**src/rtl/inst_seq_pkg.sv**
```systemverilog
// inst_sequencer shared types and defaults.
// Optional loop feature: define INST_SEQ_LOOP_EN.
package inst_seq_pkg;

  localparam int DEF_DEPTH = 16;
  localparam int DEF_AW    = 4;
  localparam int DEF_IW    = 32;

  localparam logic [31:0] NOP = 32'h0;

  typedef enum logic [1:0] {
    S_IDLE,
    S_RUN,
    S_PAUSE,
    S_DONE
  } state_t;

endpackage

```
**src/rtl/inst_seq_mem.sv**
```systemverilog
// Instruction store: register array, sync write, async read.
// Contents are deliberately not reset.
module inst_seq_mem
  import inst_seq_pkg::*;
#(
  parameter int DEPTH = DEF_DEPTH,
  parameter int AW    = DEF_AW,
  parameter int IW    = DEF_IW
) (
  input  logic          clk,
  input  logic          we,
  input  logic [AW-1:0] waddr,
  input  logic [IW-1:0] wdata,
  input  logic [AW-1:0] raddr,
  output logic [IW-1:0] rdata
);

  logic [IW-1:0] mem [DEPTH];

  always_ff @(posedge clk) begin
    if (we) mem[waddr] <= wdata;
  end

  assign rdata = mem[raddr];

endmodule

```
**src/rtl/inst_sequencer.sv**
```systemverilog
// Program sequencer feeding the cpu instruction input.
// Optional loop feature: define INST_SEQ_LOOP_EN.
module inst_sequencer
  import inst_seq_pkg::*;
#(
  parameter int DEPTH = DEF_DEPTH,
  parameter int AW    = DEF_AW,
  parameter int IW    = DEF_IW
) (
  input  logic          clk,
  input  logic          rst_n,
  input  logic          load_we,
  input  logic [AW-1:0] load_addr,
  input  logic [IW-1:0] load_data,
  input  logic [AW:0]   prog_len,
  input  logic          start,
  input  logic          step,
  input  logic          halt,
`ifdef INST_SEQ_LOOP_EN
  input  logic [AW-1:0] loop_start,
  input  logic [AW-1:0] loop_end,
  input  logic [7:0]    loop_count,
`endif
  output logic [IW-1:0] inst,
  output logic          inst_valid,
  output logic [AW:0]   pc,
  output logic          busy,
  output logic          done
);

  localparam logic [AW:0] ONE = (AW+1)'(1);

  state_t        state;
  state_t        s_n;
  state_t        adv;
  logic [AW:0]   len;
  logic [AW:0]   pc_n;
  logic [AW:0]   a_pc;
  logic [AW:0]   a_len;
  logic [AW:0]   nxt;
  logic [IW-1:0] rdata;
  logic          idle_like;
  logic          go;
  logic          issue;
  logic          lat;
  logic          last;

  // From IDLE/DONE a new run starts at 0 with freshly sampled config
  assign idle_like = (state == S_IDLE) || (state == S_DONE);
  assign a_pc      = idle_like ? '0 : pc;
  assign a_len     = idle_like ? prog_len : len;
  assign go        = !halt && (start || step);
  assign last      = (nxt == a_len);
  assign adv       = last ? S_DONE : (step ? S_PAUSE : S_RUN);

`ifdef INST_SEQ_LOOP_EN
  logic [AW-1:0] ls, le, a_ls, a_le;
  logic [7:0]    lc, iter, a_lc, a_iter;
  logic          lok, a_ok, wrap;

  always_comb begin
    if (idle_like) begin
      a_ls   = loop_start;
      a_le   = loop_end;
      a_lc   = loop_count;
      a_iter = '0;
      a_ok   = ({1'b0, loop_end} < prog_len) &&
               (loop_start <= loop_end);
    end else begin
      a_ls   = ls;
      a_le   = le;
      a_lc   = lc;
      a_iter = iter;
      a_ok   = lok;
    end
    wrap = a_ok && (a_pc == {1'b0, a_le}) && (a_iter < a_lc);
    nxt  = wrap ? {1'b0, a_ls} : a_pc + ONE;
  end

  always_ff @(posedge clk or negedge rst_n) begin
    if (!rst_n) begin
      ls   <= '0;
      le   <= '0;
      lc   <= '0;
      lok  <= 1'b0;
      iter <= '0;
    end else begin
      if (lat) begin
        ls  <= a_ls;
        le  <= a_le;
        lc  <= a_lc;
        lok <= a_ok;
      end
      if (lat || issue)
        iter <= a_iter + {7'd0, issue && wrap};
    end
  end
`else
  assign nxt = a_pc + ONE;
`endif

  always_comb begin
    s_n   = state;
    pc_n  = pc;
    issue = 1'b0;
    lat   = 1'b0;
    unique case (state)
      S_IDLE, S_DONE: begin
        if (go) begin
          lat = 1'b1;
          if (prog_len == '0) begin
            s_n  = S_DONE;
            pc_n = '0;
          end else begin
            issue = 1'b1;
            pc_n  = nxt;
            s_n   = adv;
          end
        end
      end
      S_RUN: begin
        if (halt) begin
          s_n = S_PAUSE;
        end else begin
          issue = 1'b1;
          pc_n  = nxt;
          s_n   = adv;
        end
      end
      S_PAUSE: begin
        if (halt) begin
          s_n  = S_IDLE;
          pc_n = '0;
        end else if (go) begin
          issue = 1'b1;
          pc_n  = nxt;
          s_n   = adv;
        end
      end
      default: s_n = S_IDLE;
    endcase
  end

  inst_seq_mem #(
    .DEPTH(DEPTH),
    .AW   (AW),
    .IW   (IW)
  ) u_mem (
    .clk  (clk),
    .we   (load_we && idle_like),
    .waddr(load_addr),
    .wdata(load_data),
    .raddr(a_pc[AW-1:0]),
    .rdata(rdata)
  );

  always_ff @(posedge clk or negedge rst_n) begin
    if (!rst_n) begin
      state      <= S_IDLE;
      inst       <= '0;
      inst_valid <= 1'b0;
      pc         <= '0;
      len        <= '0;
      busy       <= 1'b0;
      done       <= 1'b0;
    end else begin
      state      <= s_n;
      busy       <= (s_n == S_RUN);
      done       <= (s_n == S_DONE);
      inst_valid <= issue;
      inst       <= issue ? rdata : IW'(NOP);
      pc         <= pc_n;
      if (lat) len <= prog_len;
    end
  end

endmodule

```
**config.mk**
```make
export PLATFORM = sky130hd
export DESIGN_NAME = inst_sequencer
export DESIGN_NICKNAME = d
export VERILOG_FILES = /design/src/rtl/inst_seq_pkg.sv /design/src/rtl/inst_seq_mem.sv /design/src/rtl/inst_sequencer.sv
export SDC_FILE = /design/constraint.sdc
export NUM_CORES = 1
export LEC_CHECK = 0
export BUFFER_PORTS_ARGS = -buffer_cell sky130_fd_sc_hd__clkbuf_2
export CAP_MARGIN = 20
export CORE_MARGIN = 3
export CORE_UTILIZATION = 35
export CTS_CLUSTER_SIZE = 28
export DETAILED_ROUTE_END_ITERATION = 16
export HOLD_SLACK_MARGIN = 0.02
export PLACE_DENSITY = 0.55
export SYNTH_ARGS = -nofsm -noshare
export SYNTH_HDL_FRONTEND = slang
export SYNTH_SLANG_ARGS = --single-unit
```
**constraint.sdc**
```tcl
create_clock -name clk -period 4.3 [get_ports clk]
set_input_delay 1.075 -clock clk [delete_from_list [all_inputs] [get_ports clk]]
set_output_delay 1.075 -clock clk [all_outputs]
set_load 0.05 [all_outputs]
```
==> impl_summary.log <==
INFO  metric outcome = finished clean
INFO  metric design.core.area = 61800 um2
INFO  metric fraction_of_met1_tracks_used_by_global_routing = 22.2%
INFO  metric synth_top_area_share = 70.3%
INFO  metric detail-route-antenna-nets = 0
INFO  metric detail_route.drc_violations = 0
INFO  metric syn_area_per_cell = 17.0 um2
INFO  metric total_wire_length = 56000 um
INFO  metric crit-reg2reg-launch = state[0]
INFO  metric drt_pass1_iterations = 5
INFO  metric routedWlPerCell = 24.8 um
INFO  metric die_area = 65600 um2
INFO  metric synth.distinct_cells = 52
INFO  metric final_period_minus_worst_setup_slack = 3.35 ns
INFO  metric dp.final_hpwl = 31400 um
INFO  metric worst_ep_required_time = 4.80 ns
INFO  metric yosys.cell_count.top_type = edfxtp_1
INFO  metric synth-edff-count = 512
INFO  metric worst_hold_startpoint = len[1]
INFO  metric post_drt_via_cell_ratio = 5.31
INFO  metric antennaDiodeCount = 0
INFO  metric numClockSinks = 559
INFO  metric die_width = 256 um
INFO  metric fin_util = 40.9%
INFO  metric max-cap-violations = 0
INFO  metric type_of_element_capturing_the_critical_path = flip-flop
INFO  metric groute.layer.met3.usage = 3.00%
INFO  metric cts_made_buffers = 58
INFO  metric first_iter_violations = 1003
INFO  metric synth.top_cells.by_area = edfxtp_1 70%, mux2i_1 7.5%, dfrtp_1 5.4%
INFO  metric cts.root.buffer_cell = clkbuf_16
INFO  metric nNetsFinal = 1427
INFO  metric reg2reg_setup_slack = 0.95 ns
INFO  metric pin_count = 87
INFO  metric area.growth.synth_to_final = 15.7%
INFO  metric drive_above_1_share = 18.8%
INFO  metric std_cell_rows = 91
INFO  metric setup-violations-final = 0
INFO  metric dr_total_vias = 12000
INFO  metric path_clk_slew = 0.06 ns
INFO  metric dp_slack = 1.04 ns
INFO  metric multi_input_area = 4950 um2
INFO  metric placedCellCount = 2154
INFO  metric worst-setup-path-type = flip-flop to flip-flop
INFO  metric ys_ff_latch = 559
INFO  metric grt_first_pass_wirelength = 83500 um
INFO  metric layout_worst_path_cycle_share = 77.9%
INFO  metric max-slew-margin-rel = 35.0%
INFO  metric fraction_of_the_yosys_area_taken_by_sequential_cells = 75.6%
INFO  metric grt_pass1_vias = 12500
INFO  metric highest_net_fanout_along_the_worst_path = 50
INFO  metric final-seq-area = 16600 um2
INFO  metric hp-class = flip-flop to flip-flop
INFO  metric non_filler_cells_final = 2263
INFO  metric netlist_instances = 1284
INFO  metric report.final.hold_viol_count = 0
INFO  metric grt-busiest-layer = met2
INFO  metric worst_setup_path_start_kind = flip-flop
INFO  metric die_y = 256 um
INFO  metric pin_count_of_the_biggest_net_entering_global_routing = 65
INFO  metric clock_skew = 0.0180 ns
INFO  metric max_slew.worst_pin.slew = 0.972 ns
INFO  metric tritoncts = done
INFO  metric hold_buffers = 0
INFO  metric floorplan.initialDensity = 35.4%
INFO  metric io_buffer_count = 86
INFO  metric max_freq = 298 MHz
INFO  metric yosysTopAreaCell = edfxtp_1
INFO  metric grt_use_met2 = 29.0%
INFO  metric num-fill-cells = 5522
INFO  metric overflow = 0
INFO  metric netlist_top_cells_count = 512 x edfxtp_1, 164 x mux2i_1, 115 x nor2_1
INFO  metric synthesis.yosys.warnings = 0
INFO  metric post_cts.repair.setup_buffers = 0
INFO  metric globalRouteTotalUtil = 16.9%
INFO  metric grt_antenna_before_repair = 1
INFO  metric postSynthNetCount = 1334
INFO  metric clkLatencyLatePin = 0.61 ns
INFO  metric timing.critical_path.from = state[0]
INFO  metric setup_ws = 0.950 ns
INFO  metric cts_htree_levels = 2
INFO  metric synth_area = 21900 um2
INFO  metric vdd_drop_max = 0.350 mV
INFO  metric dominantRegCellSynth = edfxtp_1
INFO  metric globalplace.congestion = 0.756
INFO  metric synth_async_sr_flop_share = 8.41%
INFO  metric static-leakage-power = 8.09 nW
INFO  metric worst-endpoint-arrival = 3.85 ns
INFO  metric report.final.slew_viol_count = 0
INFO  metric clk_path_buf_depth = 3
INFO  metric timing.setup.tns = 0 ns
INFO  metric cts_resized = 0
INFO  metric power.density_cell_area = 615 nW/um2
INFO  metric grt_setup_unrepaired = no
[cell type report]
class	instances	share of cell area, %
repair buffers	128	3.19
well taps	837	4.14
clock inverters	20	0.821
inverters	8	0.119
clock buffers	89	6.75
flip-flops and latches	559	65.4
multi-input cells	622	19.6
[final timing paths]
| path | end | depth (start not counted) |
|---|---|---|
| hold / removal | len[1] | 1 |
| setup / recovery | inst[1] | 8 |
| max in group asynchronous | pc[0] | 2 |
| min in group asynchronous | inst[23] | 1 |
| setup reg to reg | inst[1] | 8 |
| hold reg to reg | len[1] | 1 |
[sequential cells by signal (all words and copies together) (netlist names)]
signal,cells
state,2
inst,32
len,5
busy,1
pc,5
u_mem.mem,512
inst_valid,1
done,1
[critical path: stages, from the launching register on]
cell and delay, ns:
dfrtp_1 0.40, inv_1 0.14, ha_4 0.41, nor2_8 0.76
buf_4 0.32, nor2_1 0.05, a2111oi_0 0.66, a211oi_1 0.14
a311oi_1 0.30
[report_power, final]
| part | internal [mW] | leakage, nW | switching, mW | total (mW) |
|---|---|---|---|---|
| registers | 6.25 | 5.23 | 0.242 | 6.49 |
| logic | 1.28 | 1.92 | 2.84 | 4.12 |
| clock network | 2.92 | 0.933 | 2.05 | 4.96 |
[stage by stage]
stage | power [mW] | cell area [um2] | hold slack (ns)
final | 15.6 | 25300 | 0.506
after global routing | 16.2 | 25300 | 0.532
after CTS | 15.7 | 25300 | 0.508
after detailed placement | 10.7 | 23400 | 0.494
after global placement | 10.7 | 23400 | 0.496
after floorplan | 9.49 | 21900 | 0.479
[cells in the final DEF, fill, tap and decap left out, types with 7 or more instances in the layout]
| cell type | count |
|---|---|
| a221o_1 | 32 |
| a311oi_1 | 30 |
| o221ai_1 | 32 |
| nor2_1 | 103 |
| dfrtp_1 | 44 |
| clkbuf_2 | 85 |
| inv_1 | 8 |
| a2111oi_0 | 17 |
| mux2i_1 | 164 |
| a2111oi_2 | 10 |
| clkbuf_1 | 17 |
| a211oi_1 | 64 |
| nor2_4 | 12 |
| clkbuf_16 | 58 |
| a21oi_1 | 7 |
| buf_4 | 37 |
| nand2_1 | 11 |
| o22ai_1 | 33 |
| o21ai_0 | 37 |
| edfxtp_1 | 512 |
| clkbuf_8 | 14 |
| clkinv_2 | 7 |
[routing by layer]
metal / share of wire (%) / wire [um]
met2: 50 / 27800
met4: 2.0 / 1110
met5: 0.023 / 13
met1: 44 / 24500
met3: 4.6 / 2570
[cells by family (layout without fill, tap and decap cells)]
group / Yosys count / after routing / share of synthesized area [%]
buffers and inverters: 103 / 245 / 2.47
AOI/OAI and AO/OA: 284 / 284 / 10.5
adders and majority gates: 3 / 3 / 0.172
DFF: 559 / 559 / 75.6
muxes: 169 / 169 / 7.76
and+or+nand+nor: 158 / 158 / 3.17
xor gates and xnor gates: 8 / 8 / 0.320
Power figures use the tool's default switching activity.
